==> src/rtl/branch_pc_unit.sv <==
// Program-counter and branch-resolution stage. Holds the PC and the registered
// ALU carry flag, resolves branch conditions in the same cycle and produces the
// next PC, the taken indication and the link write-back for bl.
module branch_pc_unit #(
    parameter logic [31:0] RESET_PC = 32'h0000_0000,
    parameter logic [31:0] PC_STEP  = 32'd4
) (
    input  logic        clk,
    input  logic        rst,
    input  logic        stall,
    input  logic [3:0]  branch_op,
    input  logic [31:0] target,
    input  logic [31:0] rs_val,
    input  logic        alu_flag,
    input  logic        flag_we,
    output logic [31:0] pc,
    output logic [31:0] pc_plus4,
    output logic [31:0] next_pc,
    output logic        taken,
    output logic        link_we,
    output logic [31:0] link_addr,
    output logic        carry
);

    localparam logic [3:0] OP_B    = 4'b0001;
    localparam logic [3:0] OP_BL   = 4'b0010;
    localparam logic [3:0] OP_BR   = 4'b0011;
    localparam logic [3:0] OP_BLTZ = 4'b0100;
    localparam logic [3:0] OP_BZ   = 4'b0101;
    localparam logic [3:0] OP_BNZ  = 4'b0110;
    localparam logic [3:0] OP_BCY  = 4'b0111;
    localparam logic [3:0] OP_BNCY = 4'b1000;

    logic [31:0] sel_target;

    // Branch condition evaluation; carry branches see the registered flag,
    // so a flag update in the same cycle only affects the following branch.
    always_comb begin
        taken = 1'b0;
        case (branch_op)
            OP_B, OP_BL, OP_BR: taken = 1'b1;
            OP_BLTZ:            taken = rs_val[31];
            OP_BZ:              taken = (rs_val == 32'd0);
            OP_BNZ:             taken = (rs_val != 32'd0);
            OP_BCY:             taken = carry;
            OP_BNCY:            taken = ~carry;
            default:            taken = 1'b0;
        endcase
    end

    // Target select and next-PC; targets are word aligned by dropping [1:0].
    always_comb begin
        pc_plus4   = pc + PC_STEP;
        sel_target = (branch_op == OP_BR) ? rs_val : target;
        sel_target[1:0] = 2'b00;
        next_pc    = taken ? sel_target : pc_plus4;
        link_addr  = pc_plus4;
        link_we    = (branch_op == OP_BL) & ~stall & ~rst;
    end

    // PC and carry state; reset wins over stall, stall freezes everything.
    always_ff @(posedge clk) begin
        if (rst) begin
            pc    <= RESET_PC;
            carry <= 1'b0;
        end else if (!stall) begin
            pc <= next_pc;
            if (flag_we)
                carry <= alu_flag;
        end
    end

endmodule

==> config.mk <==
export PLATFORM = sky130hd
export DESIGN_NAME = branch_pc_unit
export DESIGN_NICKNAME = d
export VERILOG_FILES = /design/src/rtl/branch_pc_unit.sv
export SDC_FILE = /design/constraint.sdc
export NUM_CORES = 1
export LEC_CHECK = 0
export ABC_CLOCK_PERIOD_IN_PS = 2700
export BUFFER_PORTS_ARGS = -buffer_cell sky130_fd_sc_hd__buf_2
export CORE_MARGIN = 3
export CORE_UTILIZATION = 44
export DETAILED_ROUTE_END_ITERATION = 10
export PLACE_DENSITY = 0.87
export SLEW_MARGIN = 10
export SYNTH_ARGS = -nofsm -noshare
export SYNTH_HDL_FRONTEND = slang
export SYNTH_SLANG_ARGS = --single-unit
==> constraint.sdc <==
create_clock -name clk -period 2.7 [get_ports clk]
set_input_delay 0.135 -clock clk [delete_from_list [all_inputs] [get_ports clk]]
set_output_delay 0.135 -clock clk [all_outputs]
set_load 0.05 [all_outputs]
# Word-level counts from Yosys, hierarchy flattened
# Index checks and enable logic that the tools add are counted.
# totals
in_bits	73
register_bits	33
output_inout_bits	131
# op_classes
n_addsub	1
bitwise	5
n_mux	3
n_reduce_logical	4
n_eq_ne	8
# ops
operator	count
2-to-1 mux 32 bit	2
adder 32 x 3 -> 32 bit, second input constant	1
logical NOT 32 bit	1
nonzero test 32 bit	1
== test 4 x 3 -> 1 bit, second input constant	4
== test 4 x 2 -> 1 bit, second input constant	2
one-hot mux 1 bit (6 select lines)	1
== test 4 x 1 -> 1 bit, second input constant	1
== test 4 bit, second input constant	1
NOT 1 bit	3
OR reduction 3 bit	1
AND 1 bit	2
AND reduction 2 bit	1

# Logic depth before layout (Yosys ltp)
# Gate-level depths: netlist (run 1).
# depth
word_depth	4
mapped_depth	9
mapped_depth_nobuf	7

# Least setup slack after synthesis (run 1)
# OpenSTA, ideal clock, no wires.
# synth_timing
path_type	reg2out
start	register pc[6]
end	output port next_pc[23]
t_arrival_ns	3.536
stages_incl_launch_ff	8
path_buffers	1
path_slack_ns	-0.971
cell_sequence	dfxtp_1 > buf_2 > nand4_1 > nor2_1 > nand4_1 > xnor2_1 > nor2_1 > a21oi_1
# synth_between
elab_chain_cells	2
# synth_lines
element	line	text
start, declared	16	output logic [31:0] pc,
start signal, assigned	67	pc <= next_pc;
adder 32 x 3 -> 32 bit	53	pc_plus4 = pc + PC_STEP;
via link_addr[23]	21	output logic [31:0] link_addr,
2-to-1 mux 32 bit	56	next_pc = taken ? sel_target : pc_plus4;
end, declared	18	output logic [31:0] next_pc,
# The timed path passes the listed nets, and every way through them passes these cells.

# Worst setup path in the final report (run 1)
# layout_timing
start	register pc[4]
end	output port next_pc[31]
# layout_between
elab_chain_cells	2
# layout_lines
element	line
adder 32 x 3 -> 32 bit	53
2-to-1 mux 32 bit	56
# No other way between the ends.

==> metrics.cfg, run 1 <==
[critical_path]
path_depth = 7
arrival_ns = 2.45
r2r-end = pc[24]
worstPathCellList = nand4_1, nor2_4, nand4_1, xnor2_4, nor2_1, a21oi_4, buf_2
crit_fanout = 8
rrSetupSlack_ns = 0.59
r2r_start = pc[2]
cp.required_ns = 2.57
r2r_cells = 7
critPathBufInv = 1
crit_slowest_cell = dfxtp_2
worstSetupPathType = register to primary output
crit_path_end_kind = primary output
start_kind = register
cp_common_cell = nand4_1
cpPeakStageDelay_ns = 0.43
critPathTopFamily = simple AND/OR/NAND/NOR gates

[yosys]
synth_nets = 501
synthCells = 427
syn_area_mm2 = 0.00327
seq_area_frac_synth_pct = 20.2
synth.distinct_cells = 50
yosysWarnings = 0
synth_top_area_share_pct = 20.2
avgSynthCellArea_um2 = 7.65
yosysTopAreaCell = dfxtp_1
synth_area_leaders = dfxtp_1 (20%), mux2i_1 (9.8%), buf_4 (9.0%)
ys_seq_elements = 33

[clocking]
h-tree-depth = 2
cts_hold_buf = 0
cts_tree = built
clk_pin_slew_ns = 0.07
numCtsBuffers = 5
cts_root_buffer = clkbuf_8
clkSinkCount = 33
clk_path_buf_depth = 2
clkLatencyLatePin_ns = 0.29

[placement]
post-place-ws_ns = 0.205
gp_congestion = 0.893
numPortBuffers = 201
hpwlAfterDp_um = 9330

[timing]
slew_headroom_pct = 40.6
hold_violations = 0
finalSetupViolCount = 0
whs_ns = 0.0858
period_needed_ns = 2.59
rsz0062_at_grt = no
fin_crit_sh_pct = 95.8
finClkSkew_ns = 0.00668
totalNegativeSetupSlack_ns = 0
worst_slew_pin_slew_ns = 0.888
setup_ws_ns = 0.113
fmax_mhz = 387
slew_violations = 0

[cells_and_area]
drive_gt1_share_pct = 52.0
final_util_pct = 68.4
n_antenna_cell = 0
nets = 661
fillers = 572
area_delta_synth_final_pct = 46.2

[global_route]
met3_usage_pct = 4.18
first_global_vias = 3817
grt_use_met1_pct = 35.5
grt_max_degree = 50
grt_overflow = 0
grt_pass1_wl_um = 19500
busiest_layer = met2
grt_util_met2_pct = 47.3
antenna_found_initial = 0
grt_use_total_pct = 27.9

[power_and_ir_drop]
max-vdd-ir-drop_v = 0.000362
leakagePower_nw = 2.17
power.density_mw_per_mm2 = 451
power.total_w = 0.00215

[worst_hold_path]
min-delay-path-class = input port to register
min-delay-start = alu_flag
whs_path_depth = 3
hold_end = carry

[detailed_routing]
first_pass_iters = 5
final_antenna_net_count = 0
vias_per_cell = 5.82
routed_wl_um = 12200
wl_per_cell_um = 17.9
drc = 0
drt_iter0_drc = 191
vias = 3980

[floorplanning]
die_area_mm2 = 0.00849
start_util_pct = 46.8
core_area_mm2 = 0.00698
fp-row-count = 30
die_w_um = 92.2
die_h_um = 92.2
ios = 204

[job]
cap_violations = 0

[outcome]
status = completed

==> state kept, by name (all words and copies together), names as in the netlist <==
| signal | cells |
|---|---|
| carry | 1 |
| pc | 32 |
==> cell type report <==
class | count | area [um2] | area share (%)
multi-input combinational | 315 | 2660 | 55.8
timing repair buffer | 222 | 1170 | 24.4
sequential | 33 | 688 | 14.4
tap | 96 | 120 | 2.52
clock buffer | 7 | 96.3 | 2.02
inverter | 10 | 37.5 | 0.786
clock inverter | 1 | 5.00 | 0.105
==> cell families after synthesis <==
group	Yosys count	share of synthesized area [%]
and+or+nand+nor	179	32.4
buffers and inverters	79	14.0
xor gates and xnor gates	28	7.51
DFF	33	20.2
AOI/OAI and AO/OA	74	15.3
muxes	33	10.2
adders and majority gates	1	0.383
==> what timing repair did <==
item	4_1_cts	5_1_grt
setup buffers	0	4
pin swaps	2	4
endpoints found under the setup margin	6	13
gates resized for setup	4	4
==> per-stage QoR <==
step | instance area [um2] | cells
global placement | 4610 | 672
finish | 4780 | 684
global route | 4780 | 684
floorplan | 3770 | 427
CTS | 4730 | 680
detailed placement | 4610 | 672
==> placed cells by master (no fill, tap or decap), drive strengths merged, types with 3 or more instances in the layout <==
cell type,n
a21oi,17
and2,3
and3,6
buf,222
clkbuf,7
dfxtp,33
inv,10
mux2i,32
nand2,34
nand3,30
nand3b,20
nand4,13
nand4b,3
nor2,26
nor3,9
nor3b,3
nor4,14
o21ai,21
o311ai,28
or3,3
or4b,4
xnor2,18
xor2,10
==> worst register-to-register path: stages (launching register included) <==
cell and delay, ns:
dfxtp_2 0.41, ha_2 0.26, nand3_4 0.17, nor2_4 0.32, nand2_1 0.22, nor3b_1 0.20
mux2_2 0.27, a211oi_1 0.20
==> synth_stat cells (all sizes together) <==
cell,number
o211ai,1
nor3,9
or4b,4
o311ai,28
nand4bb,1
xor2,10
nand2b,1
nor2b,2
a211oi,1
nor4b,2
mux2,1
nor4,14
and4,2
nand4,13
nand3b,20
or2,1
buf,49
xnor2,18
inv,10
clkbuf,20
nand4b,3
or4,2
nand3,30
o21ai,21
and3,6
o21a,1
mux2i,32
o41ai,1
a31oi,2
nor3b,3
a21boi,1
nand2,34
nor2,26
a311o,1
a21oi,17
or3,3
and2,3
ha,1
dfxtp,33
==> per-layer routing <==
layer / share of wire (%) / wire (um)
met5: 0 / 0
met4: 2.2 / 265
met3: 5.6 / 680
met2: 51 / 6300
met1: 41 / 4990
==> worst max-delay path by stage <==
stage / endpoint / slack, ns / startpoint
2_1_floorplan: next_pc[2] / -0.11 / carry
3_3_place_gp: next_pc[31] / 0.23 / rs_val[4]
3_5_place_dp: next_pc[28] / 0.21 / pc[2]
4_1_cts: next_pc[31] / 0.002 / pc[6]
5_1_grt: next_pc[31] / 0.03 / pc[4]
6_report: next_pc[31] / 0.11 / pc[4]
==> where the power goes <==
| group | internal (W) | switching [W] |
|---|---|---|
| clock network | 0.000231 | 0.000198 |
| logic | 0.000290 | 0.000846 |
| registers | 0.000523 | 0.0000666 |
Power figures use the tool's default switching activity.
==> run 2, diff against run 1 <==
==> constraint.sdc (replaced) <==
create_clock -name clk -period 2.7 [get_ports clk]
set_input_delay 0.135 -clock clk [delete_from_list [all_inputs] [get_ports clk]]
set_output_delay 0.135 -clock clk [all_outputs]
set_load 0.1 [all_outputs]
==> metrics.cfg, run 2 (synthesized netlist as in run 1, its figures left out) <==
[critical_path]
crit_slowest_cell = dfxtp_4
r2r_cells = 6
critPathBufInv = 3
cpPeakStageDelay_ns = 0.41
r2r-end = pc[17]
worstSetupPathType = register to primary output
r2r_start = pc[4]
rrSetupSlack_ns = 0.45
critPathTopFamily = simple AND/OR/NAND/NOR gates
crit_fanout = 6
worstPathCellList = nand4_1, buf_4, nor4_4, buf_4, nand4_1, xnor2_4, nand2_1, o21ai_4, buf_12
arrival_ns = 2.56
crit_path_end_kind = primary output
cp.required_ns = 2.57
start_kind = register

[placement]
gp_congestion = 0.821
hpwlAfterDp_um = 9730
numPortBuffers = 201
post-place-cells = 665

[cells_and_area]
n_antenna_cell = 0
layout_commonest_cell = buf_2
fillers = 478
area_delta_synth_final_pct = 70.3
drive_gt1_share_pct = 55.7
final-instance-count-excl-fill = 680
largest_register_ffs = 32
top_register = pc
nets = 657
final-seq-area_um2 = 754
top_regs = pc (32), carry (1)
multi_input_area_mm2 = 0.00283
final_cell_mix = buf_2 (162), buf_12 (40), mux2i_1 (31)

[floorplanning]
start_util_pct = 46.8
ios = 204
die_w_um = 92.2
core_area_mm2 = 0.00698
fp-row-count = 30
die_h_um = 92.2
die_area_mm2 = 0.00849

[clocking]
clkLatencyLatePin_ns = 0.29
cts_tree = built
numCtsBuffers = 5
cts_hold_buf = 0
clkSinkCount = 33
h-tree-depth = 2
clk_path_buf_depth = 2
clk_pin_slew_ns = 0.08
cts_root_buffer = clkbuf_8

[worst_hold_path]
hold_end = carry
min-delay-path-class = input port to register
min-delay-start = alu_flag
whs_path_depth = 3

[global_route]
first_global_vias = 4015
grt_pass1_wl_um = 20300
grt_util_met2_pct = 53.6
antenna_found_initial = 0
grt_overflow = 0
grt_use_total_pct = 29.1
grt_max_degree = 104
met3_usage_pct = 5.00
busiest_layer = met2
grt_use_met1_pct = 34.2

[power_and_ir_drop]
power.density_mw_per_mm2 = 526
max-vdd-ir-drop_v = 0.000551
leakagePower_nw = 2.32

[timing]
whs_ns = 0.104
slew_headroom_pct = 66.3
hold_violations = 0
worst_slew_pin_slew_ns = 0.509
finalSetupViolCount = 0
fin_crit_sh_pct = 99.8
slew_violations = 0
fmax_mhz = 371
finClkSkew_ns = 0.0108
period_needed_ns = 2.69

[detailed_routing]
routed_wl_um = 12900
drc = 0
final_antenna_net_count = 0
first_pass_iters = 6
vias = 4117
drt_iter0_drc = 316
wl_per_cell_um = 18.9
vias_per_cell = 6.05

[outcome]
status = completed

[job]
cap_violations = 0

==> run 2: how the worst max path moves through the flow <==
stage                          start     endpoint  slack (ns)  cells past startpoint
after floorplan                pc[6]  next_pc[31]       -1.20                      7
after global placement     rs_val[1]   next_pc[5]        0.20                      8
after detailed placement  rs_val[17]  next_pc[25]        0.22                      8
after CTS                      pc[6]  next_pc[30]        0.02                      8
after global routing          pc[15]  next_pc[26]       -0.07                      9
final                         pc[15]  next_pc[26]       0.006                      9
==> run 2: timing repair <==
item,in CTS,in global routing
hold endpoints to repair,0,0
resized for setup,1,2
endpoints found under the setup margin,7,19
buffers inserted,3,4
pin swaps,1,4
==> run 2: metal layers <==
metal	wire [um]	part of all wire, %
met5	0	0
met4	182	1.4
met3	904	7.0
met2	6940	54
met1	4850	38
==> run 2: final cells by class <==
| cell class | count | share of cell area (%) |
|---|---|---|
| Clock buffer | 7 | 1.37 |
| Clock inverter | 1 | 0.0675 |
| Inverter | 10 | 0.742 |
| Multi-Input combinational cell | 315 | 50.9 |
| Sequential cell | 33 | 13.6 |
| Tap cell | 96 | 2.16 |
| Timing Repair Buffer | 218 | 31.2 |
==> run 2: where the power goes <==
| group | total [W] | switching (W) | internal, W |
|---|---|---|---|
| registers | 0.000596 | 0.0000802 | 0.000516 |
| logic | 0.00196 | 0.00148 | 0.000480 |
| clock network | 0.000371 | 0.000191 | 0.000180 |
| total | 0.00292 | 0.00175 | 0.00118 |
==> run 2: tightest hold or removal path: cells and delay by family <==
family        cells  cell delay [ns]
simple gates      1             0.08
mux               1             0.06
buf+inv           1             0.08
==> run 2: stage by stage <==
step           util [%]  setup WS, ns  cell area (um2)  total power, W  TNS, ns
3_3_place_gp       77.6         0.198             5420         0.00253        0
2_1_floorplan         -         -1.20             4110         0.00213   -17.98
4_1_cts            79.1        0.0165             5520         0.00293        0
5_1_grt            79.7       -0.0721             5560         0.00301   -0.165
3_5_place_dp       77.6         0.217             5420         0.00256        0
6_report           79.7       0.00617             5560         0.00292        0
